<file path="src/rtl/mips_pkg.sv">
// Shared types and constants for the five-stage MIPS core.
// Stall-cause encoding, forward-select codes and a forward-select helper.
package mips_pkg;

    typedef enum logic [1:0] {
        RUN      = 2'b00,
        LU_STALL = 2'b01,
        BR_STALL = 2'b10
    } stall_state_t;

    localparam logic [1:0] FWD_RF  = 2'b00;
    localparam logic [1:0] FWD_WB  = 2'b01;
    localparam logic [1:0] FWD_MEM = 2'b10;

    localparam logic [4:0] REG_ZERO = 5'd0;

    // Memory-stage producer beats writeback; $0 never forwards.
    function automatic logic [1:0] fwd_sel(
        input logic [4:0] src,
        input logic [4:0] dst_m,
        input logic       wr_m,
        input logic [4:0] dst_w,
        input logic       wr_w
    );
        logic [1:0] sel;
        sel = FWD_RF;
        if (src != REG_ZERO) begin
            if (wr_m && (src == dst_m)) begin
                sel = FWD_MEM;
            end else if (wr_w && (src == dst_w)) begin
                sel = FWD_WB;
            end
        end
        return sel;
    endfunction

endpackage

</file>
<file path="src/rtl/hazard_unit_sat_counter.sv">
// Saturating event counter with synchronous clear.
// Clear beats increment; the count sticks at all ones.
module sat_counter
    import mips_pkg::*;
#(
    parameter int W = 32
) (
    input  logic         clk_i,
    input  logic         reset_i,
    input  logic         inc_i,
    input  logic         clr_i,
    output logic [W-1:0] cnt_o
);

    logic [W-1:0] cnt_q;
    logic [W-1:0] cnt_d;

    // Next count: clear, saturating increment, or hold.
    always_comb begin
        cnt_d = cnt_q;
        if (clr_i) begin
            cnt_d = '0;
        end else if (inc_i && (cnt_q != {W{1'b1}})) begin
            cnt_d = cnt_q + 1'b1;
        end
    end

    // Count register.
    always_ff @(posedge clk_i or posedge reset_i) begin
        if (reset_i) begin
            cnt_q <= '0;
        end else begin
            cnt_q <= cnt_d;
        end
    end

    assign cnt_o = cnt_q;

endmodule

</file>
<file path="src/rtl/hazard_unit.sv">
// Hazard resolution for the five-stage MIPS pipeline: forwarding, stalls,
// stall-cause tracking and watchdog. Counters under HAZARD_PERF_CNT_EN.
module hazard_unit
    import mips_pkg::*;
#(
    parameter int MAX_STALL = 2,
    parameter int CNT_W     = 32
) (
    input  logic             clk_i,
    input  logic             reset_i,
    input  logic             branch_d_i,
    input  logic [4:0]       rs_d_i,
    input  logic [4:0]       rt_d_i,
    input  logic [4:0]       rs_e_i,
    input  logic [4:0]       rt_e_i,
    input  logic [4:0]       writerf_e_i,
    input  logic [4:0]       writerf_m_i,
    input  logic [4:0]       writerf_w_i,
    input  logic             memtorf_e_i,
    input  logic             rfwrite_e_i,
    input  logic             memtorf_m_i,
    input  logic             rfwrite_m_i,
    input  logic             rfwrite_w_i,
    input  logic             err_clr_i,
    output logic             stall_f_o,
    output logic             stall_d_o,
    output logic             flush_e_o,
    output logic             forwardad_o,
    output logic             forwardbd_o,
    output logic [1:0]       forwardae_o,
    output logic [1:0]       forwardbe_o,
    output logic [1:0]       stall_state_o,
    output logic             hazard_err_o,
    output logic [CNT_W-1:0] lw_stall_cnt_o,
    output logic [CNT_W-1:0] br_stall_cnt_o,
    output logic [CNT_W-1:0] fwd_cnt_o
);

    localparam int RUN_W = $clog2(MAX_STALL + 2);
    localparam logic [RUN_W-1:0] RUN_MAX = RUN_W'(MAX_STALL);
    localparam logic [RUN_W-1:0] RUN_SAT = RUN_W'(MAX_STALL + 1);

    logic         lwstall;
    logic         branchstall;
    logic         stall;
    logic         br_src_e;
    logic         br_src_m;

    stall_state_t state_q;
    stall_state_t state_d;
    logic [RUN_W-1:0] run_q;
    logic [RUN_W-1:0] run_d;
    logic         err_q;
    logic         err_d;

    // Forward selects and stall detection.
    always_comb begin
        forwardae_o = fwd_sel(rs_e_i, writerf_m_i, rfwrite_m_i,
                              writerf_w_i, rfwrite_w_i);
        forwardbe_o = fwd_sel(rt_e_i, writerf_m_i, rfwrite_m_i,
                              writerf_w_i, rfwrite_w_i);
        forwardad_o = (rs_d_i != REG_ZERO) && (rs_d_i == writerf_m_i)
                      && rfwrite_m_i;
        forwardbd_o = (rt_d_i != REG_ZERO) && (rt_d_i == writerf_m_i)
                      && rfwrite_m_i;
        lwstall     = memtorf_e_i
                      && ((rt_e_i == rs_d_i) || (rt_e_i == rt_d_i));
        br_src_e    = rfwrite_e_i
                      && ((writerf_e_i == rs_d_i) || (writerf_e_i == rt_d_i));
        br_src_m    = memtorf_m_i
                      && ((writerf_m_i == rs_d_i) || (writerf_m_i == rt_d_i));
        branchstall = branch_d_i && (br_src_e || br_src_m);
        stall       = lwstall || branchstall;
    end

    assign stall_f_o = stall;
    assign stall_d_o = stall;
    assign flush_e_o = stall;

    // Stall cause for next cycle; load-use outranks branch, 11 falls to RUN.
    always_comb begin
        state_d = RUN;
        if (lwstall) begin
            state_d = LU_STALL;
        end else if (branchstall) begin
            state_d = BR_STALL;
        end
    end

    // Watchdog run length and sticky error; a fresh set beats a clear.
    always_comb begin
        run_d = '0;
        err_d = err_q;
        if (stall) begin
            run_d = (run_q == RUN_SAT) ? run_q : run_q + 1'b1;
        end
        if (err_clr_i) begin
            err_d = 1'b0;
        end
        if (stall && (run_q == RUN_MAX)) begin
            err_d = 1'b1;
        end
    end

    // State, run counter and error registers.
    always_ff @(posedge clk_i or posedge reset_i) begin
        if (reset_i) begin
            state_q <= RUN;
            run_q   <= '0;
            err_q   <= 1'b0;
        end else begin
            state_q <= state_d;
            run_q   <= run_d;
            err_q   <= err_d;
        end
    end

    assign stall_state_o = state_q;
    assign hazard_err_o  = err_q;

`ifdef HAZARD_PERF_CNT_EN
    logic any_fwd;

    assign any_fwd = forwardad_o || forwardbd_o
                     || (forwardae_o != FWD_RF)
                     || (forwardbe_o != FWD_RF);

    sat_counter #(.W(CNT_W)) u_lw_cnt (
        .clk_i   (clk_i),
        .reset_i (reset_i),
        .inc_i   (lwstall),
        .clr_i   (err_clr_i),
        .cnt_o   (lw_stall_cnt_o)
    );

    sat_counter #(.W(CNT_W)) u_br_cnt (
        .clk_i   (clk_i),
        .reset_i (reset_i),
        .inc_i   (branchstall && !lwstall),
        .clr_i   (err_clr_i),
        .cnt_o   (br_stall_cnt_o)
    );

    sat_counter #(.W(CNT_W)) u_fwd_cnt (
        .clk_i   (clk_i),
        .reset_i (reset_i),
        .inc_i   (any_fwd),
        .clr_i   (err_clr_i),
        .cnt_o   (fwd_cnt_o)
    );
`else
    assign lw_stall_cnt_o = '0;
    assign br_stall_cnt_o = '0;
    assign fwd_cnt_o      = '0;
`endif

endmodule
</file>
<file path="config.mk">
export PLATFORM = sky130hd
export DESIGN_NAME = hazard_unit
export DESIGN_NICKNAME = d
export VERILOG_FILES = /design/src/rtl/mips_pkg.sv /design/src/rtl/hazard_unit_sat_counter.sv /design/src/rtl/hazard_unit.sv
export SDC_FILE = /design/constraint.sdc
export NUM_CORES = 1
export LEC_CHECK = 0
export BUFFER_PORTS_ARGS = -buffer_cell sky130_fd_sc_hd__buf_2
export CORE_UTILIZATION = 39
export DETAILED_ROUTE_END_ITERATION = 10
export PLACE_DENSITY_LB_ADDON = 0.08
export REMOVE_ABC_BUFFERS = 1
export SLEW_MARGIN = 10
export SYNTH_ARGS = -nofsm -noshare
export SYNTH_HDL_FRONTEND = slang
export SYNTH_SLANG_ARGS = --single-unit
export TNS_END_PERCENT = 20
</file>
<file path="constraint.sdc">
create_clock -name clk_i -period 2.6 [get_ports clk_i]
set_clock_uncertainty 0.1 [all_clocks]
set_input_delay 0.52 -clock clk_i [delete_from_list [all_inputs] [get_ports clk_i]]
set_output_delay 0.52 -clock clk_i [all_outputs]
set_load 0.02 [all_outputs]
</file>
# == After elaboration in Yosys (flattened, before gate mapping) ==
# Index checks and enable logic that the tools add are counted.
# word_totals
mem_bits_rw,0
output_inout_bits,108
mem_bits_ro,0
input_bits,44
memories,0
latch_bits,0
register_bits,5
# classes
n_shift,0
reduce_logical,23
muxes,12
mul,0
eq_ne,15
n_addsub,1
magnitude_cmp,0
div,0
bitwise_logic,0
# ops
op,n
$eq A5 B5 Y1,12
$reduce_bool A5 Y1,4
$mux W2,8
$logic_and A1 B1 Y1,13
$logic_or A1 B1 Y1,5
$eq A2 B2 Y1 const B,2
$mux W1,4
$add A2 B1 Y2 const B,1
$ne A2 B2 Y1 const B,1
$reduce_bool A2 Y1,1

# == Longest topological paths before layout ==
# Gate-level depths: netlist of the first run.
# depth
ltp_word,8
mapped_depth,7
mapped_depth_nobuf,5

# == Least setup slack after synthesis of the first run ==
# No wires, ideal clock.
# synth_path
path_type,input port to output port
startpoint,input writerf_m_i[0]
endpoint,output stall_d_o
stages,7
slack_ns,0.049
arrival_time_ns,1.931
required_ns,1.980
n_path_buf,2
path_cell_list,clkbuf_1 > xnor2_1 > nand3_1 > o22ai_1 > nor2_1 > o21bai_1 > buf_4
# synth_via
elab_chain_cells,6
elab_cells_between_ends,7
classes_between,eq/ne: 2; reduce/logical: 5
# synth_lines
item,line_no,source
start: declaration,hazard_unit.sv:17,"input logic [4:0] writerf_m_i,"
$eq A5 B5 Y1,hazard_unit.sv:71,&& ((writerf_m_i == rs_d_i) || (writerf_m_i == rt_d_i));
$logic_or A1 B1 Y1 (*),hazard_unit.sv:71,
$logic_and A1 B1 Y1 (*),hazard_unit.sv:71,
$logic_or A1 B1 Y1 (*),hazard_unit.sv:72,branchstall = branch_d_i && (br_src_e || br_src_m);
$logic_and A1 B1 Y1 (*),hazard_unit.sv:72,
$logic_or A1 B1 Y1 (*),hazard_unit.sv:73,stall = lwstall || branchstall;
end: declaration,hazard_unit.sv:26,"output logic stall_d_o,"
# Mark *: on every way between the ends. The rest lies on a longest branch, timed or not.

# == Worst setup path after layout of the first run ==
# layout_path
startpoint,input rs_d_i[3]
endpoint,output stall_f_o
# layout_via
elab_chain_cells,6
elab_cells_between_ends,12
classes_between,eq/ne: 3; reduce/logical: 9
# layout_lines
item,line_no,source
start: declaration,hazard_unit.sv:12,"input logic [4:0] rs_d_i,"
"$eq A5 B5 Y1, on equally long branches","hazard_unit.sv:69, hazard_unit.sv:71",
"$logic_or A1 B1 Y1, on equally long branches","hazard_unit.sv:69, hazard_unit.sv:71",
"$logic_and A1 B1 Y1, on equally long branches","hazard_unit.sv:69, hazard_unit.sv:71",
$logic_or A1 B1 Y1,hazard_unit.sv:72,
$logic_and A1 B1 Y1,hazard_unit.sv:72,
$logic_or A1 B1 Y1 (*),hazard_unit.sv:73,
end: declaration,hazard_unit.sv:25,"output logic stall_f_o,"
# Marked as above.

==> impl_summary.txt, run 1 <==
----------------------------------------------------
[Synth]
  Post-Syn Area ... 1700 µm²
  Yosys top cell by area ... sky130_fd_sc_hd__buf_4
  Synthesized area divided by synthesized cell count ... 7.73 µm²
  #FFs+latches synth ... 5
  Dominant cells by area after synthesis ... sky130_fd_sc_hd__buf_4, sky130_fd_sc_hd__xnor2_1, sky130_fd_sc_hd__xor2_1, sky130_fd_sc_hd__dfrtp_1, sky130_fd_sc_hd__nor3_1
  Ys async rst share ... 1.00
  Count of mapped cells out of synthesis ... 220
  Top cells by count, synth ... sky130_fd_sc_hd__buf_4, sky130_fd_sc_hd__xnor2_1, sky130_fd_sc_hd__xor2_1
  Sequential cell area fraction in the yosys report ... 0.0735
  Most frequent cell after synthesis ... sky130_fd_sc_hd__buf_4
  Fraction of post-synthesis cell area in the top cell type by area ... 0.432
  Number of enable-type register cells in the synthesized netlist ... 0
  Total of warnings raised by yosys ... 0
  Primary FF master, synth ... sky130_fd_sc_hd__dfrtp_1
  Distinct cells, synth ... 27

[Hold path]
  Hold/Removal Path Class ... in2async

[Global route]
  Met2 Resource Use GR ... 0.214
  Global-route track usage on met1 ... 0.163
  Most Crowded Layer GR ... met2
  Vias in the first global route ... a little under 1k
  Maximum number of pins on one net before global-route repair ... 7
  All-Layer GR Usage ... 0.127
  Remaining Overflow, GRT ... 0
  Met3 GRT Util ... 0.0167
  Antenna violations before repair ... 0
  First-pass GRT wire length ... 4.46 mm

[Die]
  # rows ... 23
  Die Wd ... 68.1 µm
  Starting Density ... 0.416
  Die footprint ... between 4000 and 5000 µm²
  Die span in y ... just under 70 µm
  I/O Pins ... 152
  Placeable core region ... 4090 µm²

[Place]
  Cell count after placement ... 317
  RePlAce Congestion ... roughly 0.77
  Final HPWL DP ... about 2.7 mm
  Area post-placement ... about 1600 µm²
  Count of port buffers added during placement ... 55

[Clock tree]
  Number of buffers added for setup after CTS ... 0
  Library cell used as clock root buffer ... sky130_fd_sc_hd__clkbuf_8
  Clock slew at reported path FFs ... about 0.03 ns
  Worst skew pair latency ... 0.22 ns
  CTS tree ... built
  Number of gates given a new drive strength after cts ... 0
  Number of buffers added by the clock tree synthesis step ... 3
  Number of buffers between clock root and the deepest sink ... 2
  Maximum level of the CTS H-tree ... 1
  Total clock sinks ... 5
  Hold-fix buffers at CTS ... 0

[Final layout]
  Fill cell count ... 484
  Cell Count, Final, Fillers Out ... 321
  Post-layout utilization of the core ... 0.408
  Count of nets after finishing ... 318
  Antenna cells ... 0
  Post-route cell area ... approximately 1700 µm²
  Fraction of final layout cells with drive strength greater than 1 ... 0.232
  Synthesis-to-layout area growth ... -2.13%

[Detailed routing]
  DRC violations left ... 0
  Remaining antenna violation count after routing ... 0
  DRT Wirelength ... 2.95 mm
  Detailed-routing iteration count for the pre-antenna-repair pass ... 4
  Number of vias after detailed routing ... about 1.2k
  Number of DRC violations after detailed-routing iteration 0 ... 23
  Per-cell via count in the routed design ... 3.88
  Wire per inst ... ~9.2 µm

[STA]
  RSZ-0062 raised after global routing ... no
  Highest attainable clock frequency ... around 0.43 GHz
  Final total negative setup slack ... 0 ns
  Setup violation total in the final timing report ... 0
  Pins over their slew limit ... 0
  Post-route fraction of the period consumed by the critical path ... 0.896
  Min Tclk post-route ... 2.33 ns
  Worst slack on hold paths ... around 0.084 ns
  Hold violation total from the final report ... 0

[Setup path]
  Launching instance or port of the critical path ... rs_d_i[3]
  R2r startpoint ... run_q[0]$_DFFE_PP0P_
  Setup crit end kind ... primary output
  Critical path peak fanout ... 4
  Critical path data arrival time ... 1.71 ns
  Worst-case register-to-register setup slack ... 1.44 ns
  Req. time, crit path ... 1.98 ns
  Critical Path Start Type ... input port
  Crit Path Class ... in2out

[Run]
  Max-cap violations ... 0

[Run status]
  Result of the run ... completed

[Power and ir drop]
  Static Leakage ... 0.000900 µW
  Total power per unit cell area ... 317 nW/µm²
  Max IR drop VDD ... 0.000164 V

----------------------------------------------------
per-stage QoR:
step,power (µW),worst slack [ns]
2_1_floorplan,303,0.0229
3_3_place_gp,386,0.260
3_5_place_dp,385,0.259
4_1_cts,531,0.248
5_1_grt,572,0.0233
6_report,528,0.271
area by class of cell:
cell class,count,area (µm²),share of cell area
Inverter,5,18.8,0.0113
Tap cell,50,62.6,0.0376
Sequential cell,5,125,0.0751
Multi-Input combinational cell,201,1130,0.679
Clock buffer,4,45.0,0.0270
Timing Repair Buffer,56,283,0.170
final timing paths:
check,endpoint,cells after the start
worst max-delay path,stall_f_o,7
worst min-delay path,hazard_err_o$_DFFE_PP0P_,2
worst max register to register,run_q[0]$_DFFE_PP0P_,3
worst min register to register,run_q[1]$_DFFE_PP0P_,2
max in group asynchronous,stall_state_o[0]$_DFF_PP0_,2
min in group clk_i,hazard_err_o$_DFFE_PP0P_,3
flip-flops by register name, summed over array words and instances, names as in the netlist:
signal,cells
stall_state_o,2
hazard_err_o,1
run_q,2
layer usage:
metal,vias to the layer above,part of all wire
met2,71,0.52
met1,553,0.40
met3,4,0.073
li1,616,-
met4,0,0.011
met5,-,0
logic make-up after synthesis:
logic type,after synthesis,synth area share
buffers and inverters,109,0.471
XOR/XNOR,49,0.252
AND/OR/NAND/NOR,41,0.133
AO/OA/AOI/OAI,13,0.0529
flip-flops,5,0.0735
adder cells (fa/ha/maj),2,0.0147
other,1,0.00220
cell usage in the layout, fill, tap and decap left out, drive strengths merged, types with 4 or more instances in the layout:
cell type and n:
a21oi 4, buf 56, clkbuf 4, conb 96, dfrtp 5, inv 5
nand2 7, nand3 6, nand4 4, nor3 12, nor4 4, xnor2 34
xor2 15
critical path, stage by stage:
cell	delay, ns
sky130_fd_sc_hd__buf_2	0.14
sky130_fd_sc_hd__xnor2_1	0.15
sky130_fd_sc_hd__nand4_1	0.14
sky130_fd_sc_hd__o22ai_1	0.26
sky130_fd_sc_hd__nor2_1	0.11
sky130_fd_sc_hd__o21bai_1	0.18
sky130_fd_sc_hd__buf_2	0.20
power breakdown:
| part | switching [µW] | total, µW | internal [µW] |
|---|---|---|---|
| logic | 218 | 303 | 85.6 |
| clock network | 37.9 | 143 | 105 |
| registers | 1.16 | 81.5 | 80.4 |
Power figures use the tool's default switching activity.
==> run 2, diff against run 1 <==
Settings changed: CORE_UTILIZATION 39 to 28, PLACE_DENSITY set to 0.71, PLACE_DENSITY_LB_ADDON 0.08 to unset.
==> impl_summary.txt, run 2 (same netlist as run 1, synthesis figures left out) <==
----------------------------------------------------
[Run status]
  Result of the run ... completed

[Detailed routing]
  Detailed-routing iteration count for the pre-antenna-repair pass ... 4
  DRC violations left ... 0
  DRT Wirelength ... 3.37 mm
  Wire per inst ... 9.74 µm
  Per-cell via count in the routed design ... 3.74
  Remaining antenna violation count after routing ... 0
  Number of DRC violations after detailed-routing iteration 0 ... 12
  Number of vias after detailed routing ... 1293

[Setup path]
  R2r startpoint ... run_q[0]$_DFFE_PP0P_
  Critical path data arrival time ... approximately 1.8 ns
  Setup crit end kind ... primary output
  Slowest stage cell, crit path ... sky130_fd_sc_hd__o22ai_1
  Critical Path Most Common Cell ... sky130_fd_sc_hd__buf_2
  Largest incremental delay on the critical path ... 0.27 ns
  Critical Path Start Type ... input port
  Launching instance or port of the critical path ... rt_d_i[4]
  Req. time, crit path ... 1.98 ns
  Critical path peak fanout ... 4
  Depth of the worst register-to-register path ... 3
  Crit Path Class ... in2out
  Critical path cell sequence ... buf_2 -> xnor2_1 -> nand3_1 -> o22ai_1 -> nor2_1 -> o21bai_1 -> buf_2
  Worst-case register-to-register setup slack ... 1.45 ns
  Worst flop-to-flop path endpoint ... run_q[0]$_DFFE_PP0P_

[STA]
  Worst slack on hold paths ... 0.0892 ns
  Hold violation total from the final report ... 0
  Highest attainable clock frequency ... about 0.42 GHz
  RSZ-0062 raised after global routing ... no
  Post-route fraction of the period consumed by the critical path ... 0.916
  Setup violation total in the final timing report ... 0
  Final total negative setup slack ... 0 ns
  Min Tclk post-route ... 2.38 ns
  Pins over their slew limit ... 0

[Final layout]
  Antenna cells ... 0
  Count of nets after finishing ... 318
  Post-layout utilization of the core ... 0.288
  Cell Count, Final, Fillers Out ... 346
  Synthesis-to-layout area growth ... -0.294%
  Leading cell types in the layout, fill and taps excluded ... sky130_fd_sc_hd__conb_1, sky130_fd_sc_hd__buf_2, sky130_fd_sc_hd__xnor2_1
  Leading cell type in the layout, fill and taps excluded ... sky130_fd_sc_hd__conb_1
  Post-route cell area ... 1700 µm²
  Fraction of final layout cells with drive strength greater than 1 ... 0.232

[Clock tree]
  Library cell used as clock root buffer ... sky130_fd_sc_hd__clkbuf_8
  Total clock sinks ... 5
  Number of buffers added for setup after CTS ... 0
  Number of buffers between clock root and the deepest sink ... 2
  Maximum level of the CTS H-tree ... 1
  Worst skew pair latency ... 0.23 ns
  Hold-fix buffers at CTS ... 0
  Number of buffers added by the clock tree synthesis step ... 3
  Number of gates given a new drive strength after cts ... 0
  CTS tree ... built
  Clock slew at reported path FFs ... 0.04 ns

[Power and ir drop]
  Max IR drop VDD ... 0.000153 V
  Total power per unit cell area ... 315 nW/µm²
  Static Leakage ... 0.000900 µW

[Hold path]
  Hold/Removal Path Class ... in2async

[Global route]
  Most Crowded Layer GR ... met2
  Vias in the first global route ... ~1.0k
  First-pass GRT wire length ... around 4.9 mm
  Remaining Overflow, GRT ... 0
  All-Layer GR Usage ... 0.100
  Antenna violations before repair ... 0
  Met2 Resource Use GR ... 0.190
  Global-route track usage on met1 ... 0.115
  Met3 GRT Util ... 0.00686
  Maximum number of pins on one net before global-route repair ... 7

[Die]
  Die footprint ... 6390 µm²
  Placeable core region ... a little under 6000 µm²
  Die span in y ... 80.0 µm
  Starting Density ... 0.289
  I/O Pins ... 152
  # rows ... 28
  Die Wd ... 80.0 µm

[Place]
  Cell count after placement ... 342
  RePlAce Congestion ... around 0.75
  Final HPWL DP ... 3.06 mm
  Count of port buffers added during placement ... 55
  Area post-placement ... 1650 µm²

[Run]
  Max-cap violations ... 0

----------------------------------------------------
## run 2: cell counts in the layout (fill, tap and decap cells not counted)
Identical to the previous run, type by type.
## run 2: power breakdown
part / internal (µW) / switching (µW) / total (µW)
clock: 105 / 40.5 / 146
sequential: 80.4 / 1.15 / 81.5
combinational: 85.7 / 221 / 306
total: 271 / 262 / 534
## run 2: how the worst max path moves through the flow
stage	slack [ns]	cells after the start	endpoint
2_1_floorplan	0.02	5	flush_e_o
3_3_place_gp	0.24	7	stall_d_o
3_5_place_dp	0.20	7	stall_d_o
4_1_cts	0.18	7	stall_d_o
5_1_grt	0.06	7	stall_d_o
6_report	0.22	7	stall_d_o
## run 2: final cells by class
type                    count  area (µm²)
clock buffers               4        45.0
fillers                   669        4190
well taps                  75        93.8
repair buffers             56         283
inverters                   5        18.8
flip-flops and latches      5         125
multi-input cells         201        1130
## run 2: layer usage
metal,vias to the layer above,part of all wire,wire length (µm)
li1,617,-,-
met1,597,0.39,1300
met2,76,0.54,1810
met3,3,0.068,229
met4,0,0.0089,30
met5,-,0,0
## run 2: critical path: cells and delay by family
family / cells / cell delay (ns)
AO/OA/AOI/OAI: 2 / 0.49
AND/OR/NAND/NOR: 2 / 0.24
buffers and inverters: 2 / 0.35
XOR/XNOR: 1 / 0.16
## run 2: through the flow
step | setup slack [ns] | power (µW)
final | 0.220 | 534
after global routing | 0.0592 | 573
after CTS | 0.183 | 535
after detailed placement | 0.196 | 387
after global placement | 0.236 | 382
after floorplan | 0.0229 | 303
==> run 3, diff against run 2 <==
Settings changed: PLACE_DENSITY 0.71 to 0.73.
Clock period 2.6 ns to 2.05 ns, I/O delays scaled along.
==> impl_summary.txt, run 3 (same netlist as run 1, synthesis figures left out) <==
----------------------------------------------------
[Run status]
  Result of the run ... completed

[Run]
  Max-cap violations ... 0

[Clock tree]
  Library cell used as clock root buffer ... sky130_fd_sc_hd__clkbuf_8
  Total clock sinks ... 5
  CTS tree ... built
  Number of buffers added by the clock tree synthesis step ... 3
  Clock slew at reported path FFs ... roughly 0.040 ns
  Number of buffers between clock root and the deepest sink ... 2
  Maximum level of the CTS H-tree ... 1
  Worst skew pair latency ... ~0.22 ns

[Power and ir drop]
  Static Leakage ... 0.00103 µW
  Total power per unit cell area ... 371 nW/µm²
  Max IR drop VDD ... 0.000242 V

[Setup path]
  Setup crit end kind ... primary output
  Critical path data arrival time ... 1.51 ns
  Critical path peak fanout ... 4
  Req. time, crit path ... 1.54 ns
  Crit Path Class ... in2out
  Critical Path Start Type ... input port
  Depth of the worst register-to-register path ... 3

[STA]
  Post-route fraction of the period consumed by the critical path ... 0.985
  Final total negative setup slack ... 0 ns
  Highest attainable clock frequency ... slightly below 0.5 GHz
  Post-route setup slack ... 0.0311 ns
  RSZ-0062 raised after global routing ... yes
  Pins over their slew limit ... 0
  Min Tclk post-route ... 2.02 ns
  Setup violation total in the final timing report ... 0
  Hold violation total from the final report ... 0

[Die]
  Die span in y ... 80.0 µm
  Die footprint ... roughly 6400 µm²
  Placeable core region ... around 6000 µm²
  # rows ... 28
  Starting Density ... 0.289
  I/O Pins ... 152
  Die Wd ... 80.0 µm

[Global route]
  Remaining Overflow, GRT ... 0
  All-Layer GR Usage ... 0.108
  Vias in the first global route ... 1105
  First-pass GRT wire length ... ~5.3 mm
  Maximum number of pins on one net before global-route repair ... 7
  Antenna violations before repair ... 0

[Final layout]
  Fill cell count ... 639
  Cell Count, Final, Fillers Out ... 356
  Leading cell type in the layout, fill and taps excluded ... sky130_fd_sc_hd__conb_1
  Area occupied by multi-input gates ... ~1300 µm²
  Leading cell types in the layout, fill and taps excluded ... sky130_fd_sc_hd__conb_1, sky130_fd_sc_hd__buf_2, sky130_fd_sc_hd__xnor2_1
  FF/Latch Area ... 125 µm²
  Antenna cells ... 0
  Count of nets after finishing ... 328
  Synthesis-to-layout area growth ... 17.4%
  Fraction of final layout cells with drive strength greater than 1 ... 0.335

[Detailed routing]
  Wire per inst ... 10.1 µm
  Number of DRC violations after detailed-routing iteration 0 ... 20
  Detailed-routing iteration count for the pre-antenna-repair pass ... 4
  Per-cell via count in the routed design ... 3.74
  Remaining antenna violation count after routing ... 0
  DRC violations left ... 0
  DRT Wirelength ... roughly 3.6 mm
  Number of vias after detailed routing ... 1332

[Place]
  Count of port buffers added during placement ... 55
  Final HPWL DP ... 3.13 mm
  RePlAce Congestion ... 0.848
  Cell count after placement ... 350
  Placement Setup Slack ... -0.0827 ns

[Hold path]
  Depth of the worst hold-timing path ... 3
  Hold/Removal Path Class ... in2reg

----------------------------------------------------
==> run 3: cell types whose count changed in the layout (fill, tap and decap cells not counted), sizes merged <==
cell | before | now
dlygate4sd3 | 0 | 1
buf | 56 | 65
==> run 3: final cells by class <==
cell class | instances | area share
multi-input cells | 201 | 0.639
well taps | 75 | 0.0470
flip-flops and latches | 5 | 0.0627
repair buffers | 66 | 0.219
inverters | 5 | 0.00940
clock buffers | 4 | 0.0226
==> run 3: layer usage <==
layer | GRT usage | vias to the layer above | wire length (µm)
met5 | 0 | - | 0
met4 | 0.0393 | 0 | 65
met3 | 0.0160 | 7 | 318
met2 | 0.214 | 89 | 2030
li1 | - | 635 | -
met1 | 0.113 | 601 | 1200
==> run 3: repair_timing <==
action | in CTS | in global routing
endpoints found under the hold margin | 5 | 0
setup buffers | 0 | 1
pin swaps | 6 | 9
resized for setup | 11 | 40
hold buffers | 1 | 0
setup endpoints to repair | 3 | 8
==> run 3: stage by stage <==
stage | utilization | hold WS (ns) | instance area (µm²) | power [µW]
4_1_cts | 0.313 | 0.345 | 1840 | 709
6_report | 0.339 | 0.346 | 2000 | 740
3_3_place_gp | 0.293 | 0.211 | 1720 | 500
3_5_place_dp | 0.293 | 0.224 | 1720 | 507
2_1_floorplan | - | 0.0885 | 1270 | 384
5_1_grt | 0.339 | 0.347 | 2000 | 791
==> run 3: where the power goes <==
| part | total (µW) | internal, µW | leakage, µW | switching [µW] |
|---|---|---|---|---|
| registers | 104 | 102 | 0.0000695 | 1.71 |
| logic | 454 | 150 | 0.000939 | 304 |
| clock network | 182 | 134 | 0.0000228 | 48.9 |
==> run 3: final timing paths <==
path | startpoint | endpoint | slack, ns
max | writerf_m_i[1] | forwardae_o[1] | 0.03
min | branch_d_i | hazard_err_o$_DFFE_PP0P_ | 0.35
max reg2reg | run_q[0]$_DFFE_PP0P_ | run_q[0]$_DFFE_PP0P_ | 0.88
min reg2reg | run_q[1]$_DFFE_PP0P_ | run_q[1]$_DFFE_PP0P_ | 0.49
max in group asynchronous | reset_i | stall_state_o[1]$_DFF_PP0_ | 1.13
min in group asynchronous | reset_i | run_q[1]$_DFFE_PP0P_ | 0.54
==> run 3: critical path, cell delays in order <==
cell	delay (ns)
sky130_fd_sc_hd__buf_6	0.12
sky130_fd_sc_hd__xor2_2	0.18
sky130_fd_sc_hd__nor4_2	0.28
sky130_fd_sc_hd__and3_1	0.21
sky130_fd_sc_hd__a21boi_2	0.18
sky130_fd_sc_hd__buf_6	0.13
